### src/rtl/ps2_scan_pkg.sv
// ps2_scan_pkg: shared constants and types for the PS/2 Set-2 scancode
// decoders. Holds the prefix bytes, the digit make codes for the number row
// and the numpad, the decoder FSM state type and the Pause sequence length.
package ps2_scan_pkg;

  // Prefix bytes
  localparam logic [7:0] SC_BRK   = 8'hF0;
  localparam logic [7:0] SC_EXT   = 8'hE0;
  localparam logic [7:0] SC_PAUSE = 8'hE1;

  // Player 0: number row make codes
  localparam logic [7:0] SC_P0_0 = 8'h45;
  localparam logic [7:0] SC_P0_1 = 8'h16;
  localparam logic [7:0] SC_P0_2 = 8'h1E;
  localparam logic [7:0] SC_P0_3 = 8'h26;
  localparam logic [7:0] SC_P0_4 = 8'h25;
  localparam logic [7:0] SC_P0_5 = 8'h2E;
  localparam logic [7:0] SC_P0_6 = 8'h36;
  localparam logic [7:0] SC_P0_7 = 8'h3D;
  localparam logic [7:0] SC_P0_8 = 8'h3E;
  localparam logic [7:0] SC_P0_9 = 8'h46;

  // Player 1: numpad make codes
  localparam logic [7:0] SC_P1_0 = 8'h70;
  localparam logic [7:0] SC_P1_1 = 8'h69;
  localparam logic [7:0] SC_P1_2 = 8'h72;
  localparam logic [7:0] SC_P1_3 = 8'h7A;
  localparam logic [7:0] SC_P1_4 = 8'h6B;
  localparam logic [7:0] SC_P1_5 = 8'h73;
  localparam logic [7:0] SC_P1_6 = 8'h74;
  localparam logic [7:0] SC_P1_7 = 8'h6C;
  localparam logic [7:0] SC_P1_8 = 8'h75;
  localparam logic [7:0] SC_P1_9 = 8'h7D;

  // Bytes that follow E1 in the Pause make sequence (E1 14 77 E1 F0 14 F0 77)
  localparam logic [2:0] PAUSE_LEN = 3'd7;

  typedef enum logic [2:0] {
    ST_IDLE,
    ST_BRK,
    ST_EXT,
    ST_EXT_BRK,
    ST_PAUSE
  } ps2_state_e;

endpackage

### src/rtl/ps2_digit_lut.sv
// ps2_digit_lut: combinational scancode to digit lookup.
// Ports:
//   key      in  8  raw Set-2 scancode byte
//   is_digit out 1  byte is one of the twenty digit make codes
//   player   out 1  0 = number row, 1 = numpad (0 when not a digit)
//   num      out 4  digit value 0-9 (0 when not a digit)
module ps2_digit_lut
  import ps2_scan_pkg::*;
(
  input  logic [7:0] key,
  output logic       is_digit,
  output logic       player,
  output logic [3:0] num
);

  always_comb begin
    is_digit = 1'b1;
    player   = 1'b0;
    num      = 4'd0;
    case (key)
      SC_P0_0: num = 4'd0;
      SC_P0_1: num = 4'd1;
      SC_P0_2: num = 4'd2;
      SC_P0_3: num = 4'd3;
      SC_P0_4: num = 4'd4;
      SC_P0_5: num = 4'd5;
      SC_P0_6: num = 4'd6;
      SC_P0_7: num = 4'd7;
      SC_P0_8: num = 4'd8;
      SC_P0_9: num = 4'd9;
      SC_P1_0: begin player = 1'b1; num = 4'd0; end
      SC_P1_1: begin player = 1'b1; num = 4'd1; end
      SC_P1_2: begin player = 1'b1; num = 4'd2; end
      SC_P1_3: begin player = 1'b1; num = 4'd3; end
      SC_P1_4: begin player = 1'b1; num = 4'd4; end
      SC_P1_5: begin player = 1'b1; num = 4'd5; end
      SC_P1_6: begin player = 1'b1; num = 4'd6; end
      SC_P1_7: begin player = 1'b1; num = 4'd7; end
      SC_P1_8: begin player = 1'b1; num = 4'd8; end
      SC_P1_9: begin player = 1'b1; num = 4'd9; end
      default: is_digit = 1'b0;
    endcase
  end

endmodule

### src/rtl/ps2_key_decoder.sv
// ps2_key_decoder: turns the raw PS/2 Set-2 byte stream into clean digit
// press events. Tracks F0/E0/E1 prefixes, drops extended keys and releases,
// optionally filters typematic repeat, and abandons stale prefixes.
// Ports:
//   clk         in  1   system clock
//   reset_n     in  1   synchronous active-low reset
//   key         in  8   scancode byte
//   key_valid   in  1   one-cycle strobe per byte
//   num         out 4   last pressed digit (held between events)
//   player      out 1   0 = number row, 1 = numpad (held between events)
//   input_valid out 1   one-cycle press pulse, one cycle after the make byte
//   held        out 20  held digits: [9:0] player 0, [19:10] player 1
//   seq_error   out 1   one-cycle pulse when a prefix sequence times out
module ps2_key_decoder
  import ps2_scan_pkg::*;
#(
  parameter int TIMEOUT_CYCLES  = 2000000,
  parameter int SUPPRESS_REPEAT = 1
) (
  input  logic        clk,
  input  logic        reset_n,
  input  logic [7:0]  key,
  input  logic        key_valid,
  output logic [3:0]  num,
  output logic        player,
  output logic        input_valid,
  output logic [19:0] held,
  output logic        seq_error
);

  localparam int TMO_W = (TIMEOUT_CYCLES > 1) ? $clog2(TIMEOUT_CYCLES) : 1;
  localparam logic [TMO_W-1:0] TMO_LAST = TMO_W'(TIMEOUT_CYCLES - 1);

  ps2_state_e        state_reg, state_next;
  logic [TMO_W-1:0]  tmo_cnt_reg, tmo_cnt_next;
  logic [2:0]        pause_cnt_reg, pause_cnt_next;
  logic [19:0]       held_reg, held_next;
  logic [3:0]        num_reg, num_next;
  logic              player_reg, player_next;
  logic              fire_reg, fire_next;
  logic              seq_err_reg, seq_err_next;

  logic              lut_is_digit;
  logic              lut_player;
  logic [3:0]        lut_num;
  logic [4:0]        lut_idx;
  logic [19:0]       digit_mask;

  ps2_digit_lut u_lut (
    .key      (key),
    .is_digit (lut_is_digit),
    .player   (lut_player),
    .num      (lut_num)
  );

  // Position of the current byte in the held mask; the mask is all-zero
  // for non-digit bytes so it can be OR-ed / AND-ed in unconditionally.
  assign lut_idx = lut_player ? (5'd10 + {1'b0, lut_num}) : {1'b0, lut_num};

  genvar gi;
  generate
    for (gi = 0; gi < 20; gi++) begin : g_mask
      assign digit_mask[gi] = lut_is_digit && (lut_idx == 5'(gi));
    end
  endgenerate

  always_ff @(posedge clk) begin
    if (!reset_n) begin
      state_reg     <= ST_IDLE;
      tmo_cnt_reg   <= '0;
      pause_cnt_reg <= '0;
      held_reg      <= '0;
      num_reg       <= '0;
      player_reg    <= 1'b0;
      fire_reg      <= 1'b0;
      seq_err_reg   <= 1'b0;
    end else begin
      state_reg     <= state_next;
      tmo_cnt_reg   <= tmo_cnt_next;
      pause_cnt_reg <= pause_cnt_next;
      held_reg      <= held_next;
      num_reg       <= num_next;
      player_reg    <= player_next;
      fire_reg      <= fire_next;
      seq_err_reg   <= seq_err_next;
    end
  end

  always_comb begin
    state_next     = state_reg;
    tmo_cnt_next   = '0;
    pause_cnt_next = pause_cnt_reg;
    held_next      = held_reg;
    num_next       = num_reg;
    player_next    = player_reg;
    fire_next      = 1'b0;
    seq_err_next   = 1'b0;

    if (key_valid) begin
      // A byte always beats a coincident timeout expiry.
      case (state_reg)
        ST_IDLE: begin
          if (key == SC_BRK) begin
            state_next = ST_BRK;
          end else if (key == SC_EXT) begin
            state_next = ST_EXT;
          end else if (key == SC_PAUSE) begin
            state_next     = ST_PAUSE;
            pause_cnt_next = PAUSE_LEN;
          end else if (lut_is_digit) begin
            if (!((SUPPRESS_REPEAT != 0) && ((held_reg & digit_mask) != '0))) begin
              held_next   = held_reg | digit_mask;
              fire_next   = 1'b1;
              num_next    = lut_num;
              player_next = lut_player;
            end
          end
        end
        ST_BRK: begin
          held_next  = held_reg & ~digit_mask;
          state_next = ST_IDLE;
        end
        ST_EXT: begin
          state_next = (key == SC_BRK) ? ST_EXT_BRK : ST_IDLE;
        end
        ST_EXT_BRK: begin
          state_next = ST_IDLE;
        end
        ST_PAUSE: begin
          pause_cnt_next = pause_cnt_reg - 3'd1;
          // <= 1 also recovers from a zero count instead of wrapping.
          if (pause_cnt_reg <= 3'd1) begin
            pause_cnt_next = '0;
            state_next     = ST_IDLE;
          end
        end
        default: state_next = ST_IDLE;
      endcase
    end else if (state_reg != ST_IDLE) begin
      if (tmo_cnt_reg >= TMO_LAST) begin
        state_next   = ST_IDLE;
        seq_err_next = 1'b1;
      end else begin
        tmo_cnt_next = tmo_cnt_reg + 1'b1;
      end
    end
  end

  assign num         = num_reg;
  assign player      = player_reg;
  assign input_valid = fire_reg;
  assign held        = held_reg;
  assign seq_error   = seq_err_reg;

endmodule

### config.mk
export PLATFORM = sky130hd
export DESIGN_NAME = ps2_key_decoder
export DESIGN_NICKNAME = d
export VERILOG_FILES = /design/src/rtl/ps2_scan_pkg.sv /design/src/rtl/ps2_digit_lut.sv /design/src/rtl/ps2_key_decoder.sv
export SDC_FILE = /design/constraint.sdc
export NUM_CORES = 1
export LEC_CHECK = 0
export CELL_PAD_IN_SITES_DETAIL_PLACEMENT = 1
export CELL_PAD_IN_SITES_GLOBAL_PLACEMENT = 2
export CORE_ASPECT_RATIO = 0.6
export CORE_UTILIZATION = 37
export CTS_BUF_LIST = sky130_fd_sc_hd__clkbuf_4
export DETAILED_ROUTE_END_ITERATION = 10
export GPL_TIMING_DRIVEN = 0
export MAX_ROUTING_LAYER = met4
export PLACE_DENSITY = 0.91
export SLEW_MARGIN = 40
export SYNTH_ARGS = -nofsm -noshare
export SYNTH_HDL_FRONTEND = slang
export SYNTH_SLANG_ARGS = --single-unit
export TNS_END_PERCENT = 50
### constraint.sdc
create_clock -name clk -period 8.9 [get_ports clk]
set_clock_uncertainty 0.05 [all_clocks]
set_input_delay 2.67 -clock clk [delete_from_list [all_inputs] [get_ports clk]]
set_output_delay 2.67 -clock clk [all_outputs]
set_load 0.1 [all_outputs]
* Word-level counts from Yosys, hierarchy flattened
Index checks and enable logic that the tools add are counted.
** Word-level totals
- RAM bits :: 0
- Word-level logic and storage cells :: 151
- Memory bits (read-only) :: 0
- Latch bits :: 0
- Input port bits :: 11
- Register bits after elaboration :: 54
- Memories :: 0
** Operators by class
- Div/mod/pow operators :: 0
- Order comparisons :: 2
- Reduce and logical (&&, ||, !) cells :: 46
- Equality and inequality tests :: 53
- Multiplexer cells :: 26
- Add/sub/neg operators :: 3
- Shift operators :: 0
- Bitwise operators :: 13
- Multiply operators :: 0
** Operators by type and width (count)
- two-way mux 20 bit :: 5
- == test 8 x 7 -> 1 bit, second input constant :: 12
- == test 8 x 6 -> 1 bit, second input constant :: 6
- AND 20 bit :: 2
- == test 5 x 4 -> 1 bit, second input constant :: 8
- one-hot mux 20 bit (2 select lines) :: 1
- one-hot mux 4 bit (9 select lines) :: 1
- two-way mux 3 bit :: 11
- == test 8 bit, second input constant :: 3
- adder 21 x 1 -> 21 bit, second input constant :: 1
- >= comparator 21 bit, second input constant :: 1
- == test 5 x 3 -> 1 bit, second input constant :: 4
- == test 5 bit, second input constant :: 4
- logical AND 1 bit :: 20
- inverter 20 bit :: 1
- OR 20 bit :: 1
- nonzero test 20 bit :: 1
- OR reduction 20 bit :: 1
- OR reduction 2 bit :: 9
- == test 8 x 5 -> 1 bit, second input constant :: 2
- AND reduction 7 bit :: 2
- inequality test 2 bit, second input constant :: 6
- == test 5 x 2 -> 1 bit, second input constant :: 2
- OR reduction 10 bit :: 1
- other kinds (24) :: 38

* Depth between registers and ports, before layout
Gate-level depths: netlist of the first run.
- Depth in word-level cells :: 15
- Gate-level depth with buffers :: 19
- Depth with buffers taken out :: 15

* Cells and area by module
From an unflattened synthesis of the first run, not the netlist that was laid out.
** Second synthesis, totals
- Cell total of the unflattened synthesis :: 414
- Area, all modules :: 3288.2 um^2
** Modules (own cells, without submodules)
- ps2_key_decoder :: instances 1, cells an instance 340, area each 2781.4 um^2, seq. area each 1081.0 um^2
- ps2_digit_lut :: instances 1, cells an instance 74, area each 506.7 um^2, seq. area each 0.0 um^2

* Least setup slack after synthesis of the first run
No wires, ideal clock.
- Path kind :: in2reg
- Start point :: input port key[4]
- End point :: register num_reg[2], in the netlist num[2]
- Stages on the path :: 19
- Setup slack :: 2090 ps
- Library setup time :: 72 ps
- Arrival :: 6688 ps
- Path buffers :: 5
- Data required time :: 8778 ps
- Cells stage by stage :: clkbuf_1 > buf_2 > buf_1 > nor3_1 > o21ai_0 > o211a_1 > inv_1 > ha_1 > nand2b_1 > a211oi_1 > a311oi_4 > a2111oi_0 > o21ai_0 > o2111ai_1 > or4_1 > buf_2 > a221o_1 > buf_6 > mux2i_1
** Between the ends
- Cells in the longest elaborated chain, start to end :: 11
** RTL lines
- start, declared :: RTL line ps2_key_decoder.sv:22 : input logic [7:0] key,
- == test 8 x 7 -> 1 bit, or another cell as far along :: RTL line ps2_digit_lut.sv:20 : case (key)
- OR reduction 2 bit (no source line)
- one-hot mux 4 bit (9 select lines) (*) :: RTL line ps2_digit_lut.sv:20
- net lut_num[1] :: RTL line ps2_key_decoder.sv:45 : logic [3:0] lut_num;
- adder 4 x 4 -> 5 bit :: RTL line ps2_key_decoder.sv:58 : assign lut_idx = lut_player ? (5'd10 + {1'b0, lut_num}) : {1'b0, lut_num};
- two-way mux 5 bit (*) :: RTL line ps2_key_decoder.sv:58
- == test 5 x 1 -> 1 bit, or another cell as far along :: RTL line ps2_key_decoder.sv:63 : assign digit_mask[gi] = lut_is_digit && (lut_idx == 5'(gi));
- logical AND 1 bit :: RTL line ps2_key_decoder.sv:63
- AND 20 bit (*) :: RTL line ps2_key_decoder.sv:111 : if (!((SUPPRESS_REPEAT != 0) && ((held_reg & digit_mask) != '0))) begin
- nonzero test 20 bit (*) :: RTL line ps2_key_decoder.sv:111
- inverter 1 bit (no source line) (*)
- AND reduction 7 bit (no source line) (*)
- end signal, assigned :: RTL line ps2_key_decoder.sv:82 : num_reg <= num_next;
- end, declared :: RTL line ps2_key_decoder.sv:38 : logic [3:0] num_reg, num_next;
The timed path passes the listed nets; every way through them passes the cells marked *.
A chain may end at the register's enable or synchronous reset.

==> metrics.txt, run 1 <==
# TYPE chip_impl_metric gauge
chip_impl_metric{name="final_layout_size_suffix_gt1_share",unit="%"} 13.0
chip_impl_metric{name="chipHeight",unit="µm"} 77.8
chip_impl_metric{name="core_area",unit="µm²"} 9220
chip_impl_metric{name="post_synth_instance_area",unit="µm²"} 3540
chip_impl_metric{name="slowest_delay",unit="ps"} 630
chip_impl_metric{name="grt.overflow.total",unit=""} 0
chip_impl_metric{name="max-clock-path-buffers",unit=""} 2
chip_impl_metric{name="path_clk_slew",unit="ps"} 190
chip_impl_metric{name="final_max_slew_viol_count",unit=""} 0
chip_impl_metric{name="route.vias.total",unit=""} 3609
chip_impl_info{name="crit_chain",value="clkdlybuf4s50_1 -> clkbuf_1 -> nand3b_1 -> nor4b_1 -> o21ai_0 -> o211a_1 -> inv_1 -> ha_1 -> inv_1 -> a221oi_1 -> o31ai_1 -> a221oi_1 -> a21oi_1 -> or4_1 -> buf_2 -> a221o_1 -> buf_6 -> o21ai_1"} 1
chip_impl_metric{name="headroom_to_the_max_slew_limit",unit="%"} 47.7
chip_impl_info{name="outcome",value="completed"} 1
chip_impl_metric{name="critPathRequiredTime",unit="ps"} 9180
chip_impl_metric{name="cts_buffers",unit=""} 5
chip_impl_metric{name="cts_hold_buf",unit=""} 0
chip_impl_metric{name="synthesis.yosys.warnings",unit=""} 0
chip_impl_metric{name="count_of_input_and_output_buffers",unit=""} 34
chip_impl_metric{name="hold_viol_final",unit=""} 0
chip_impl_metric{name="place.gp.congestion",unit=""} 0.912
chip_impl_metric{name="grt_antenna_before_repair",unit=""} 0
chip_impl_metric{name="routed_wl",unit="µm"} 11500
chip_impl_metric{name="grt_pass1_wl",unit="µm"} 18900
chip_impl_metric{name="final_sum_of_negative_setup_slack",unit="ps"} 0
chip_impl_info{name="cts_tree",value="yes"} 1
chip_impl_metric{name="timing_worst_slew_pin_value",unit="ps"} 779
chip_impl_metric{name="synthesis.nets",unit=""} 467
chip_impl_metric{name="synth_top_area_share",unit="%"} 30.5
chip_impl_metric{name="setup_viol",unit=""} 0
chip_impl_metric{name="peakVddDrop",unit="mV"} 0.0832
chip_impl_info{name="crit_path_end_kind",value="flip-flop"} 1
chip_impl_metric{name="timing.critical_path.arrival",unit="ps"} 8300
chip_impl_metric{name="drt-wirelength-per-cell",unit="µm"} 18.4
chip_impl_metric{name="achievable-frequency",unit="GHz"} 0.125
chip_impl_metric{name="route.detailed.vias_per_inst",unit=""} 5.78
chip_impl_metric{name="synth_seq_area_share",unit="%"} 30.5
chip_impl_info{name="rsz0062_at_grt",value="no"} 1
chip_impl_metric{name="fp.dieArea",unit="µm²"} 9980
chip_impl_metric{name="final-instance-count-excl-fill",unit=""} 624
chip_impl_info{name="startpoint_type",value="primary input"} 1
chip_impl_metric{name="diodes",unit=""} 0
chip_impl_metric{name="total_of_flip_flops_plus_latches_after_synthesis",unit=""} 54
chip_impl_info{name="cts_root_buffer",value="clkbuf_4"} 1
chip_impl_info{name="critical_path.top_delay_family",value="compound AO/OA/AOI/OAI gates"} 1
chip_impl_metric{name="tritoncts_num_sinks",unit=""} 54
chip_impl_metric{name="cts-htree-levels",unit=""} 2
chip_impl_metric{name="grt_pass1_vias",unit=""} 3657
chip_impl_metric{name="synth-edff-count",unit=""} 0
chip_impl_metric{name="fill_cells",unit=""} 1144
chip_impl_metric{name="grt_start_max_net_pins",unit=""} 20
chip_impl_metric{name="final_antenna_net_count",unit=""} 0
chip_impl_metric{name="insertion_delay",unit="ps"} 410
chip_impl_metric{name="post_synth.cell_area_avg",unit="µm²"} 7.84
chip_impl_info{name="synth_area_leaders",value="dfxtp_1 (31%), nor2_1 (5.3%), nand2_1 (4.9%)"} 1
chip_impl_metric{name="drtPass1Iterations",unit=""} 4
chip_impl_metric{name="drv.max_cap_violation_count",unit=""} 0
chip_impl_metric{name="floorplan.initialDensity",unit="%"} 38.4
chip_impl_metric{name="placementRows",unit=""} 27
chip_impl_metric{name="die_x",unit="µm"} 128
chip_impl_metric{name="initialDrtViolationCount",unit=""} 198
chip_impl_metric{name="postCtsSetupBuffers",unit=""} 0
chip_impl_metric{name="grt_usage",unit="%"} 24.8
chip_impl_metric{name="power.leakage",unit="nW"} 1.40
chip_impl_info{name="synth_top_flop_cell",value="dfxtp_1"} 1
chip_impl_metric{name="placedCellCount",unit=""} 616
chip_impl_info{name="crit_type",value="primary input to flip-flop"} 1
chip_impl_info{name="worstHoldPathType",value="flip-flop to flip-flop"} 1
chip_impl_metric{name="area_growth_from_synthesis_to_layout",unit="%"} 12.8
chip_impl_info{name="critPathSlowestCell",value="a221oi_1"} 1
chip_impl_metric{name="dp_hpwl",unit="µm"} 8920
chip_impl_metric{name="min_period_over_period",unit="%"} 90.1
chip_impl_metric{name="yosys.cell_types.count",unit=""} 66
chip_impl_metric{name="drt_drc_violations_left",unit=""} 0
chip_impl_metric{name="synth_async_reset_ratio",unit="%"} 0
chip_impl_metric{name="postSynthCellCount",unit=""} 452
chip_impl_info{name="top_cell_type_by_total_area_after_synthesis",value="dfxtp_1"} 1
chip_impl_metric{name="io-pin-count",unit=""} 38
chip_impl_metric{name="final_net_count",unit=""} 508
chip_impl_metric{name="bufs_and_invs_on_worst_path",unit=""} 6
chip_impl_metric{name="cellPowerDensity",unit="nW/µm²"} 109
chip_impl_metric{name="cp_max_fo",unit=""} 10
chip_impl_metric{name="cts.repair.resized",unit=""} 0
chip_impl_metric{name="period_minus_slack",unit="ps"} 8020
chip_impl_metric{name="design_power_total",unit="mW"} 0.436
[stage by stage]
| stage | setup WS [ps] | hold slack (ps) | instance area [µm²] | util [%] |
|---|---|---|---|---|
| 5_1_grt | 656 | 459 | 4000 | 43.3 |
| 2_1_floorplan | 2090 | 368 | 3540 | - |
| 3_5_place_dp | 638 | 396 | 3920 | 42.5 |
| 6_report | 881 | 418 | 4000 | 43.3 |
| 3_3_place_gp | 867 | 378 | 4050 | 43.9 |
| 4_1_cts | 1070 | 419 | 3990 | 43.2 |
[placed cells by master (no fill, tap or decap), types with 9 or more instances in the layout]
cell,n
dfxtp_1,54
o21a_1,11
xnor2_1,9
nand2_1,46
inv_1,10
xor2_1,12
a21oi_1,16
o21ai_0,16
o211ai_1,11
buf_2,36
clkbuf_1,21
nor3_1,11
nand4_1,10
nand3_1,17
nor2_1,50
[synth_stat cells, types with 6 or more instances]
cell type	count
dfxtp_1	54
nor2_1	50
nand2_1	46
clkbuf_1	21
a21oi_1	17
nand3_1	17
o21ai_0	16
xor2_1	12
nor3_1	11
o211ai_1	11
o21a_1	11
inv_1	10
nand4_1	10
buf_2	9
xnor2_1	9
and3_1	8
nand3b_1	8
mux2i_1	7
nand2b_1	7
nor4bb_1	7
o21ai_1	7
a31oi_1	6
and2_1	6
nor2b_1	6
[power by group]
part	switching [mW]	leakage, nW	internal, mW
registers	0.000704	0.435	0.243
clock network	0.0911	0.0362	0.0336
logic	0.0462	0.929	0.0214
total	0.138	1.40	0.298
[worst reg2reg max path, cell delays in order, from the launching register on]
cell       delay, ps
dfxtp_1          400
nor2_1           170
nand2_1          120
or3_1            450
a21oi_1          170
o2111ai_1        130
or4_1            400
buf_2            200
a221o_1          350
buf_6            180
o21ai_1          160
[area by class of cell]
class                      count  area (µm²)  share of cell area (%)
inverter                      10        37.5                   0.939
sequential                    54        1080                    27.1
clock inverter                 3        26.3                   0.657
buffer                        32         139                    3.48
multi-input combinational    356        2310                    57.7
tap                          130         163                    4.07
clock buffer                   5        37.5                   0.939
timing repair buffer          34         205                    5.13
[cells by family (layout without fill, tap and decap cells)]
family / count (synthesis) / count (layout) / share of synthesized area (%)
multiplexers: 8 / 8 / 2.30
AND/OR/NAND/NOR: 210 / 210 / 32.4
adder cells (fa/ha/maj): 4 / 4 / 1.41
buffers and inverters: 42 / 84 / 4.98
AO/OA/AOI/OAI: 113 / 113 / 23.2
XOR/XNOR: 21 / 21 / 5.19
flip-flops: 54 / 54 / 30.5
[final timing paths]
path | from | to | slack, ps | depth (start not counted)
setup / recovery | key[2] | flip-flop | 880 | 18
setup reg to reg | state_reg[0] | flip-flop | 6050 | 10
hold / removal | tmo_cnt_reg[0] | tmo_cnt_reg[0] | 420 | 1
hold reg to reg | tmo_cnt_reg[0] | tmo_cnt_reg[0] | 420 | 1
[layer usage]
metal | up-vias | wire, µm | track usage, %
met5 | - | 0 | -
met4 | 0 | 67 | 4.59
met3 | 9 | 474 | 4.83
met2 | 63 | 4790 | 35.7
met1 | 1784 | 6140 | 35.9
li1 | 1753 | - | -
Note: power is estimated with default switching activity, not from simulation.
==> run 2: changes to the inputs <==
--- a/config.mk
+++ b/config.mk
@@ -11,9 +11,8 @@
 export CORE_UTILIZATION = 37
 export CTS_BUF_LIST = sky130_fd_sc_hd__clkbuf_4
 export DETAILED_ROUTE_END_ITERATION = 10
-export GPL_TIMING_DRIVEN = 0
 export MAX_ROUTING_LAYER = met4
-export PLACE_DENSITY = 0.91
+export PLACE_DENSITY = 0.95
 export SLEW_MARGIN = 40
 export SYNTH_ARGS = -nofsm -noshare
 export SYNTH_HDL_FRONTEND = slang
==> metrics.txt, run 2 (synthesis results as in run 1) <==
# TYPE chip_impl_metric gauge
chip_impl_metric{name="placementRows",unit=""} 27
chip_impl_metric{name="path_clk_slew",unit="ps"} 170
chip_impl_metric{name="core_area",unit="µm²"} 9220
chip_impl_metric{name="dp_hpwl",unit="µm"} 7780
chip_impl_metric{name="timing.critical_path.arrival",unit="ps"} 7820
chip_impl_metric{name="comb_power_share",unit="%"} 13.7
chip_impl_metric{name="cts_hold_buf",unit=""} 0
chip_impl_metric{name="setup_viol",unit=""} 0
chip_impl_metric{name="grt_pass1_wl",unit="µm"} 17400
chip_impl_metric{name="grt_antenna_before_repair",unit=""} 0
chip_impl_metric{name="power.leakage",unit="nW"} 1.38
chip_impl_metric{name="final_sum_of_negative_setup_slack",unit="ps"} 0
chip_impl_metric{name="achievable-frequency",unit="GHz"} 0.132
chip_impl_metric{name="drv.max_cap_violation_count",unit=""} 0
chip_impl_metric{name="wl_met3",unit="µm"} 463
chip_impl_info{name="layout.cells.most_common",value="dfxtp_1"} 1
chip_impl_metric{name="hold_viol_final",unit=""} 0
chip_impl_info{name="worstHoldPathType",value="flip-flop to flip-flop"} 1
chip_impl_metric{name="slowest_delay",unit="ps"} 900
chip_impl_metric{name="route.detailed.vias_per_inst",unit=""} 5.91
chip_impl_metric{name="final_max_slew_viol_count",unit=""} 0
chip_impl_metric{name="headroom_to_the_max_slew_limit",unit="%"} 55.2
chip_impl_metric{name="reg2reg_depth",unit=""} 8
chip_impl_metric{name="cts-htree-levels",unit=""} 2
chip_impl_metric{name="timing_worst_slew_pin_value",unit="ps"} 666
chip_impl_metric{name="grt_start_max_net_pins",unit=""} 46
chip_impl_metric{name="die_x",unit="µm"} 128
chip_impl_metric{name="met2WireLength",unit="µm"} 4430
chip_impl_metric{name="cellPowerDensity",unit="nW/µm²"} 113
chip_impl_info{name="crit_chain",value="clkdlybuf4s50_1 -> nand2b_1 -> nor4b_1 -> o21ai_0 -> o211a_1 -> inv_1 -> ha_1 -> nand2b_1 -> a211oi_1 -> a311oi_4 -> nor3_1 -> o211ai_1 -> a31oi_1 -> or4_1 -> a221o_1 -> mux2i_1"} 1
chip_impl_metric{name="min_period_over_period",unit="%"} 85.4
chip_impl_info{name="worst_path_most_repeated_cell",value="nand2b_1"} 1
chip_impl_metric{name="final_net_count",unit=""} 484
chip_impl_metric{name="min_delay_path_depth",unit=""} 1
chip_impl_info{name="holdCritStartpoint",value="tmo_cnt_reg[0]"} 1
chip_impl_metric{name="drt_drc_violations_left",unit=""} 0
chip_impl_metric{name="register_to_register_path_setup_slack",unit="ps"} 5930
chip_impl_metric{name="cts.repair.resized",unit=""} 0
chip_impl_metric{name="worstSetupPathDepth",unit=""} 16
chip_impl_info{name="critical_path.top_delay_family",value="compound AO/OA/AOI/OAI gates"} 1
chip_impl_info{name="topRoutingLayerUsed",value="met4"} 1
chip_impl_info{name="outcome",value="completed"} 1
chip_impl_metric{name="place.gp.congestion",unit=""} 0.848
chip_impl_metric{name="area_growth_from_synthesis_to_layout",unit="%"} 11.2
chip_impl_metric{name="detailed_place.area",unit="µm²"} 3850
chip_impl_metric{name="route.vias.total",unit=""} 3543
chip_impl_metric{name="cp_max_fo",unit=""} 21
chip_impl_metric{name="period_minus_slack",unit="ps"} 7600
chip_impl_metric{name="final_layout_size_suffix_gt1_share",unit="%"} 12.6
chip_impl_info{name="cts_tree",value="yes"} 1
chip_impl_metric{name="total_switching_power",unit="mW"} 0.124
chip_impl_metric{name="grt_usage",unit="%"} 22.3
chip_impl_metric{name="tritoncts_num_sinks",unit=""} 54
chip_impl_info{name="worstReg2RegStart",value="state_reg[0]"} 1
chip_impl_info{name="hold_end",value="tmo_cnt_reg[0]"} 1
chip_impl_metric{name="routed_wl",unit="µm"} 10400
chip_impl_metric{name="grt_pass1_vias",unit=""} 3414
chip_impl_metric{name="io-pin-count",unit=""} 38
chip_impl_info{name="crit_type",value="primary input to flip-flop"} 1
chip_impl_metric{name="cts_buffers",unit=""} 5
chip_impl_metric{name="floorplan.initialDensity",unit="%"} 38.4
chip_impl_metric{name="wl_met1",unit="µm"} 5370
chip_impl_metric{name="bufs_and_invs_on_worst_path",unit=""} 2
chip_impl_metric{name="chipHeight",unit="µm"} 77.8
chip_impl_metric{name="drt-wirelength-per-cell",unit="µm"} 17.3
chip_impl_metric{name="design_area",unit="µm²"} 3940
chip_impl_metric{name="power_frac_seq",unit="%"} 54.7
chip_impl_info{name="rsz0062_at_grt",value="no"} 1
chip_impl_info{name="cts_root_buffer",value="clkbuf_4"} 1
chip_impl_info{name="startpoint_type",value="primary input"} 1
chip_impl_metric{name="setup_slack",unit="ps"} 1300
chip_impl_metric{name="insertion_delay",unit="ps"} 390
chip_impl_metric{name="count_of_input_and_output_buffers",unit=""} 37
chip_impl_metric{name="initialDrtViolationCount",unit=""} 270
chip_impl_metric{name="drtPass1Iterations",unit=""} 5
chip_impl_info{name="reg2reg_to",value="num[0]"} 1
chip_impl_metric{name="switching_share",unit="%"} 27.8
chip_impl_metric{name="preCtsSetupSlack",unit="ps"} 947
chip_impl_metric{name="internal_power",unit="mW"} 0.323
chip_impl_metric{name="postCtsSetupBuffers",unit=""} 0
chip_impl_metric{name="p_clk_share",unit="%"} 31.7
chip_impl_metric{name="grt.overflow.total",unit=""} 0
chip_impl_metric{name="peakVddDrop",unit="mV"} 0.0624
chip_impl_metric{name="design_power_total",unit="mW"} 0.447
chip_impl_info{name="crit_path_end_kind",value="flip-flop"} 1
chip_impl_metric{name="diodes",unit=""} 0
chip_impl_metric{name="fp.dieArea",unit="µm²"} 9980
chip_impl_metric{name="critPathRequiredTime",unit="ps"} 9120
chip_impl_metric{name="max-clock-path-buffers",unit=""} 2
chip_impl_metric{name="final_antenna_net_count",unit=""} 0
chip_impl_info{name="critPathSlowestCell",value="clkdlybuf4s50_1"} 1
chip_impl_info{name="layout_common_cells",value="dfxtp_1 (54), nor2_1 (50), nand2_1 (46)"} 1
chip_impl_metric{name="fill_cells",unit=""} 1150
==> run 2: changes by cell type in the layout (fill, tap and decap cells not counted), moves of 3 or more <==
cell / change
buf_4: +5
clkbuf_1: -21
buf_2: -9
clkdlybuf4s50_1: +3
==> run 2: layer usage <==
layer	up-vias	GRT usage (%)
li1	1694	-
met1	1749	31.8
met2	89	32.9
met3	11	3.59
met4	0	4.71
met5	-	-
==> run 2: power groups by stage <==
stage / logic, mW / clock network, mW / registers, mW
after floorplan: 0.0425 / 0 / 0.250
after global placement: 0.0582 / 0 / 0.249
after detailed placement: 0.0598 / 0 / 0.250
after CTS: 0.0604 / 0.147 / 0.244
after global routing: 0.0662 / 0.156 / 0.245
final: 0.0611 / 0.142 / 0.244
==> run 2: area by class of cell <==
| class | count | area [µm²] | area share [%] |
|---|---|---|---|
| Clock buffer | 5 | 37.5 | 0.953 |
| Clock inverter | 3 | 43.8 | 1.11 |
| Inverter | 10 | 37.5 | 0.953 |
| Multi-Input combinational cell | 356 | 2300 | 58.5 |
| Sequential cell | 54 | 1080 | 27.4 |
| Tap cell | 130 | 163 | 4.13 |
| Timing Repair Buffer | 42 | 273 | 6.92 |
==> run 2: stage by stage <==
step / utilization, % / std cells / hold WS [ps]
2_1_floorplan: - / 452 / 368
3_3_place_gp: 43.2 / 592 / 379
3_5_place_dp: 41.8 / 592 / 388
4_1_cts: 42.7 / 600 / 418
5_1_grt: 42.7 / 600 / 440
6_report: 42.7 / 600 / 416
==> run 2: worst max path at each step <==
| stage | startpoint | end | slack (ps) |
|---|---|---|---|
| after CTS | key[0] | num[0] | 1360 |
| after floorplan | key[4] | num[2] | 2090 |
| after global routing | key[0] | num[0] | 860 |
| after global placement | key[0] | num[0] | 1200 |
| final | key[0] | num[0] | 1300 |
| after detailed placement | key[0] | num[0] | 950 |
==> patch: new RTL, flow settings as in run 1 <==
Set the package constant `PAUSE_LEN` to 3'd4 (it was 3'd7).
--- a/src/rtl/ps2_scan_pkg.sv
+++ b/src/rtl/ps2_scan_pkg.sv
@@ -34,5 +34,5 @@
 
   // Bytes that follow E1 in the Pause make sequence (E1 14 77 E1 F0 14 F0 77)
-  localparam logic [2:0] PAUSE_LEN = 3'd7;
+  localparam logic [2:0] PAUSE_LEN = 3'd4;
 
   typedef enum logic [2:0] {
Behaviour: not the same (a bounded check fails within 10 cycles, from zero or initial values and one cycle with reset_n low).
==> patch against run 1 <==
- wire length down 4.4%
- combinational power is 32% lower
- synthesized cell count down 7.1%
- global-route usage down 0.10 points
- final area decreased by 6.3%
- power fell by 2.7%
- synthesized area is 6.4% lower
- largest power group unchanged
- non-clock buffer count is 12 lower
- worst setup slack improved by 370 ps
- sequential cell count did not move
- count of clock-buffer cells in the layout unchanged
==> patch: results (changes against run 1) <==
stage	metric	value	unit	change
synthesis	post-synthesis compound-gate area fraction	21.9	%	-1.3 points
synthesis	post-synthesis mux area share	4.68	%	+2.4 points
routing	WL met1	5790	µm	-5.6%
power	Peak VDD IR	50.0	µV	-40%
clock_tree	Reg clk slew, reported paths	150	ps	-40 ps
setup_path	CP max stage cell	clkdlybuf4s50_1		
placed_design	IO buf count	33		-2.9%
outcome	outcome	finished, final reports clean		
global_route	grt met3 use	5.06	%	+0.23 points
finish	Nets	476		-6.3%
setup_path	Crit path arrival time	7940	ps	-360 ps
global_route	met1 Track Usage GR	37.5	%	+1.6 points
synthesis	sequential area share after synthesis	32.6	%	+2.1 points
global_route	vias in the first global route	3137		-14%
setup_path	Worst Reg-to-Reg Cells	7		-3
synthesis	Cell variety after synth	72		+9.1%
synthesis	Avg Inst Size Synth	7.90	µm²	+0.74%
placed_design	dpl cell area	3670	µm²	-6.3%
routing	DR pass1 iterations	5		+1
global_route	largest net degree at the start of global routing	16		-20%
routing	vias post-DR	3414		-5.4%
setup_path	max incr delay on CP	570	ps	-60 ps
placed_design	DP Worst Slack	954	ps	+316 ps
global_route	GRT Overall Usage	24.7	%	-0.10 points
synthesis	Commonest cells post-synth	nor2_1 (67), dfxtp_1 (54), nand2_1 (43)		
finish	share of layout cells above drive strength 1	13.4	%	+0.49 points
synthesis	adder-cell share of the synthesized area	1.51	%	+0.096 points
power	Lkg Pwr	1.34	nW	-4.1%
-- patch: cell types whose count changed after synthesis, sizes merged, moves of 9 or more --
cell	before	now
o21a	11	1
a31oi	6	15
clkbuf	21	12
nor2	50	67
-- patch: cell type report --
cell class	count	area, µm²
inverter	12	45.0
clock buffer	5	37.5
tap	112	140
timing repair buffer	34	205
buffer	20	96.3
fill	1089	4840
clock inverter	2	33.8
multi-input combinational	334	2110
sequential	54	1080
-- patch: final timing paths --
check / slack (ps) / endpoint / startpoint
max: 1250 / register / key[1]
min: 420 / num[0]$_SDFFE_PN0P_ / num[0]$_SDFFE_PN0P_
max reg2reg: 6410 / register / register
min reg2reg: 420 / num[0]$_SDFFE_PN0P_ / num[0]$_SDFFE_PN0P_
-- patch: power by group --
part | internal (mW) | switching (mW) | total [mW]
clock network | 0.0569 | 0.0796 | 0.137
registers | 0.242 | 0.000145 | 0.242
logic | 0.0149 | 0.0308 | 0.0457
total | 0.314 | 0.110 | 0.424
